==> src/rtl/bpsk_frame_modulator.sv <==
// BPSK frame modulator: guard / LSB-first BPSK payload / guard, one DA sample per clock.
// Outputs are registered from next-state values so each sample lines up with its state.
module bpsk_frame_modulator #(
    parameter int unsigned SPB        = 90,
    parameter int unsigned GUARD      = 720,
    parameter logic [7:0]  IDLE_LEVEL = 8'h7f
) (
    input  logic       clock,
    input  logic       resetN,
    input  logic [7:0] in_data,
    input  logic       in_valid,
    input  logic       in_last,
    output logic       in_ready,
    output logic [7:0] tx_da,
    output logic       tx_sync_out,
    output logic       busy,
    output logic       underrun
);
    localparam int unsigned GCW = $clog2(GUARD);
    localparam int unsigned SCW = $clog2(SPB);
    localparam logic [GCW-1:0] G_LAST = GCW'(GUARD - 1);
    localparam logic [SCW-1:0] S_LAST = SCW'(SPB - 1);

    typedef enum logic [1:0] {IDLE, LEAD, DATA, TAIL} state_t;

    state_t         state_q, state_d;
    logic [GCW-1:0] gcnt_q, gcnt_d;
    logic [SCW-1:0] samp_q, samp_d;
    logic [2:0]     phase_q, phase_d;
    logic [2:0]     bit_q, bit_d;
    logic [7:0]     sh_q, sh_d;
    logic           sh_last_q, sh_last_d;
    logic [7:0]     hold_q, hold_d;
    logic           hold_last_q, hold_last_d;
    logic           hold_full_q, hold_full_d;
    logic [7:0]     da_q, da_d;
    logic           sync_q, sync_d;
    logic           busy_q, busy_d;
    logic           und_q, und_d;
    logic           drain;
    logic           accept;

    function automatic logic [7:0] bpsk(input logic b, input logic [2:0] ph);
        logic [7:0] v;
        unique case (ph)
            3'd0, 3'd3: v = 8'h7f;
            3'd1, 3'd2: v = b ? 8'h93 : 8'h6d;
            default:    v = b ? 8'h6d : 8'h93;
        endcase
        return v;
    endfunction

    assign accept = in_valid && !hold_full_q;

    always_comb begin
        state_d   = state_q;
        gcnt_d    = gcnt_q;
        samp_d    = samp_q;
        phase_d   = phase_q;
        bit_d     = bit_q;
        sh_d      = sh_q;
        sh_last_d = sh_last_q;
        drain     = 1'b0;
        unique case (state_q)
            IDLE: begin
                if (hold_full_q) begin
                    state_d = LEAD;
                    gcnt_d  = '0;
                    drain   = 1'b1;
                end
            end
            LEAD: begin
                if (gcnt_q == G_LAST) begin
                    state_d = DATA;
                    samp_d  = '0;
                    phase_d = '0;
                    bit_d   = '0;
                end else begin
                    gcnt_d = gcnt_q + GCW'(1);
                end
            end
            DATA: begin
                phase_d = (phase_q == 3'd5) ? 3'd0 : phase_q + 3'd1;
                if (samp_q == S_LAST) begin
                    samp_d = '0;
                    bit_d  = bit_q + 3'd1;
                    // SPB is a multiple of 6, so phase is already back at 0 here
                    if (bit_q == 3'd7) begin
                        if (!sh_last_q && hold_full_q) begin
                            drain = 1'b1;
                        end else begin
                            state_d = TAIL;
                            gcnt_d  = '0;
                        end
                    end
                end else begin
                    samp_d = samp_q + SCW'(1);
                end
            end
            default: begin
                if (gcnt_q == G_LAST) begin
                    state_d = IDLE;
                end else begin
                    gcnt_d = gcnt_q + GCW'(1);
                end
            end
        endcase

        hold_d      = hold_q;
        hold_last_d = hold_last_q;
        hold_full_d = hold_full_q;
        if (drain) begin
            sh_d        = hold_q;
            sh_last_d   = hold_last_q;
            hold_full_d = 1'b0;
        end
        if (accept) begin
            hold_d      = in_data;
            hold_last_d = in_last;
            hold_full_d = 1'b1;
        end

        busy_d = (state_d != IDLE);
        sync_d = (state_d == DATA) || (state_d == LEAD && gcnt_d == G_LAST);
        da_d   = (state_d == DATA) ? bpsk(sh_d[bit_d], phase_d) : IDLE_LEVEL;
        // flags the final sample of a byte that has no successor to hand over to
        und_d  = (state_d == DATA) && (bit_d == 3'd7) && (samp_d == S_LAST)
                 && !sh_last_d && !hold_full_d;
    end

    always_ff @(posedge clock or negedge resetN) begin
        if (!resetN) begin
            state_q     <= IDLE;
            gcnt_q      <= '0;
            samp_q      <= '0;
            phase_q     <= '0;
            bit_q       <= '0;
            sh_q        <= '0;
            sh_last_q   <= 1'b0;
            hold_q      <= '0;
            hold_last_q <= 1'b0;
            hold_full_q <= 1'b0;
            da_q        <= IDLE_LEVEL;
            sync_q      <= 1'b0;
            busy_q      <= 1'b0;
            und_q       <= 1'b0;
        end else begin
            state_q     <= state_d;
            gcnt_q      <= gcnt_d;
            samp_q      <= samp_d;
            phase_q     <= phase_d;
            bit_q       <= bit_d;
            sh_q        <= sh_d;
            sh_last_q   <= sh_last_d;
            hold_q      <= hold_d;
            hold_last_q <= hold_last_d;
            hold_full_q <= hold_full_d;
            da_q        <= da_d;
            sync_q      <= sync_d;
            busy_q      <= busy_d;
            und_q       <= und_d;
        end
    end

    assign in_ready    = !hold_full_q;
    assign tx_da       = da_q;
    assign tx_sync_out = sync_q;
    assign busy        = busy_q;
    assign underrun    = und_q;

endmodule
==> config.mk <==
export PLATFORM = sky130hd
export DESIGN_NAME = bpsk_frame_modulator
export DESIGN_NICKNAME = d
export VERILOG_FILES = /design/src/rtl/bpsk_frame_modulator.sv
export SDC_FILE = /design/constraint.sdc
export NUM_CORES = 1
export LEC_CHECK = 0
export ABC_AREA = 1
export BUFFER_PORTS_ARGS = -buffer_cell sky130_fd_sc_hd__buf_4
export CELL_PAD_IN_SITES_DETAIL_PLACEMENT = 1
export CELL_PAD_IN_SITES_GLOBAL_PLACEMENT = 2
export CORE_MARGIN = 5
export CORE_UTILIZATION = 32
export DETAILED_ROUTE_END_ITERATION = 10
export PLACE_DENSITY = 0.75
export SYNTH_ARGS = -nofsm -noshare
export SYNTH_HDL_FRONTEND = slang
export SYNTH_SLANG_ARGS = --single-unit
==> constraint.sdc <==
create_clock -name clock -period 2.4 [get_ports clock]
set_input_delay 0.48 -clock clock [delete_from_list [all_inputs] [get_ports clock]]
set_output_delay 0.48 -clock clock [all_outputs]
set_load 0.03 [all_outputs]
==> out/metrics.csv <==
metric,value,unit
Port Buffer Count,22,
Clock Tree Root,clkbuf_8,
Final Skew,0.006391,ns
detailed placement HPWL,5.270,mm
GR Util met2,22.40,%
WL final,6.838,mm
Worst-Margin Slew,0.6468,ns
final worst slack,0.2685,ns
Max H-tree Level,2,
syn_nets,383,
worst path arrival time,2.34,ns
startpoint types,flop,
share of layout cells above drive strength 1,20.65,%
largest area contributor in the netlist,dfrtp_1,
Power Total,1543,uW
placed cells,491,
Clock transition at path regs,0.10,ns
most frequent cells after synthesis,"nand2_1, inv_1, dfrtp_1, nor2_1, nand3_1",
# fillers,1063,
worst reg2reg path startpoint,state_q[0],
CORE AREA,0.008721,mm^2
CP Max Fanout,6,
register area,0.001255,mm^2
GR met1 Demand/Resource,16.87,%
maximum VDD drop,0.2321,mV
first-pass GRT wire length,11.87,mm
GR peak layer,met2,
clk_lat worst skew,0.31,ns
Final TNS setup,0,ns
Lkg Pwr,0.001636,uW
IO Count,24,
fin cells,505,
status,completed,
unrepaired setup endpoints after global routing,no,
Area contributors post-synth,"dfrtp_1, nand2_1, inv_1",
Mapped Area,0.002869,mm^2
max cap viols,0,
hold_ws,0.1910,ns
Diodes inserted,0,
die width,104.7,um
endpoint class of the critical path,flop,
grt total ovfl,0,
met3 Use GR,2.343,%
cells on worst reg2reg path,16,
sequential area share after synthesis,43.70,%
Syn Area/Cell,7.925,um^2
Most used DFF post-synth,dfrtp_1,
Final GP Congestion,0.7752,
Mapped Cells,362,
Crit path required time,2.61,ns
initial antenna violation count,0,
Die ar.,0.01096,mm^2
vias in the first global route,2522,
Yosys top cell area share,41.87,%
pre-CTS WS,0.1026,ns
largest net degree at the start of global routing,51,
Rows,34,
post-route minimum period,2.132,ns
Final period util,88.81,%
setup violators final,0,
total track usage,13.00,%
critical path class,reg2reg,
area of the multi-input gates,0.001301,mm^2
total clock sinks,50,
vias per cell,4.733,
Nets,417,
Final Hold Fails,0,
Starting Density,32.90,%
HP Class,in2async,
worst rel slew slack,56.88,%
Routed Antenna Nets,0,
YS warnings,0,
Die Ht,104.7,um
fmax,469.1,MHz
ratio of total power to cell area,465.3,mW/mm^2
routed length per placed instance,13.54,um
worst setup path startpoint,state_q[0],
Clock Path Buffers,2,
Yosys cell types,41,
most frequent cell after synthesis,nand2_1,
"Area growth, synth to finish",15.57,%
clock tree from TritonCTS,done,
Max Slew Vio Count,0,
DR vias,2390,
drt first-iter violations,58,
CTS buffer count,5,
number of synthesized flops with an enable pin,0,
"Async S/R FF share, synth",100.0,%
#FFs+latches synth,50,
number of remaining DRC errors,0,
First-pass DRT Iterations,4,
state kept, by name (all words and copies together), names as in the netlist, 2 cells and up:
name     flops
bit_q        3
gcnt_q      10
hold_q       8
phase_q      3
samp_q       7
sh_q         8
state_q      2
tx_da        3
repair_timing:
action,in CTS,in global routing
buffers inserted,0,6
setup endpoints to repair,0,5
hold endpoints to repair,0,0
gates resized for setup,0,4
hold buffers,0,0
layer usage:
layer / wire length (um) / vias to the layer above
met3: 127 / 6
met5: 0 / -
met1: 3229 / 1167
met2: 3410 / 20
met4: 72 / 0
li1: - / 1197
layout make-up:
| cell class | count | area share [%] |
|---|---|---|
| inverters | 69 | 7.811 |
| flip-flops and latches | 50 | 37.85 |
| clock inverters | 2 | 0.3774 |
| well taps | 108 | 4.075 |
| repair buffers | 36 | 8.151 |
| multi-input cells | 234 | 39.25 |
| clock buffers | 6 | 2.491 |
cells by family after synthesis:
logic type | after synthesis | share of synthesized area (%)
AND/OR/NAND/NOR | 172 | 29.26
buffers and inverters | 78 | 11.34
other | 1 | 0.1307
adder cells (fa/ha/maj) | 9 | 3.925
flip-flops | 50 | 43.70
XOR/XNOR | 4 | 1.221
AO/OA/AOI/OAI | 47 | 10.03
multiplexers | 1 | 0.3925
report_power, final:
part / internal (uW) / total [uW] / leakage (uW) / switching [uW]
clock: 232 / 526 / 0.0000472 / 294
combinational: 40.0 / 109 / 0.000992 / 68.6
sequential: 893 / 908 / 0.000596 / 15.0
placed cells by master (no fill, tap or decap), drive strengths merged:
cell / Yosys / routed
nand2: 84 / 84
inv: 69 / 69
dfrtp: 48 / 48
nor2: 40 / 40
buf: 8 / 36
nand3: 33 / 33
a21oi: 17 / 17
o21ai: 17 / 17
ha: 9 / 9
nand3b: 7 / 7
clkbuf: 1 / 6
xor2: 4 / 4
nand4: 4 / 4
o32ai: 3 / 3
o221ai: 2 / 2
nor3: 2 / 2
dfstp: 2 / 2
a21boi: 2 / 2
or2: 2 / 2
a31o: 1 / 1
o21a: 1 / 1
a22oi: 1 / 1
a211oi: 1 / 1
o21bai: 1 / 1
o211ai: 1 / 1
mux2: 1 / 1
conb: 1 / 1
clkinv: 0 / 1
clkinvlp: 0 / 1
through the flow:
stage / cell area (um^2) / utilization, %
after floorplan: 2869 / -
after global placement: 3163 / 36.27
after detailed placement: 3163 / 36.27
after CTS: 3258 / 37.36
after global routing: 3316 / 38.02
final: 3316 / 38.02
final timing paths:
check | endpoint | slack (ns)
hold reg to reg | sh_q[0] | 0.51
min in group clock | hold_last_q | 0.40
hold / removal | hold_q[6] | 0.19
setup / recovery | tx_da[7] | 0.27
max in group asynchronous | state_q[1] | 1.74
setup reg to reg | tx_da[7] | 0.27
worst max-delay path, stage by stage, from the launching register on:
cell	delay [ns]
dfrtp_1	0.41
inv_1	0.13
ha_2	0.30
nand2_1	0.15
inv_1	0.11
nand2_1	0.06
inv_1	0.10
or2_4	0.15
nand2_4	0.07
inv_2	0.08
nand2_1	0.05
nand3_1	0.08
nand3_2	0.09
nand2_1	0.07
nand2_1	0.06
nand2_1	0.06
nor2_1	0.04
Power figures use the tool's default switching activity.
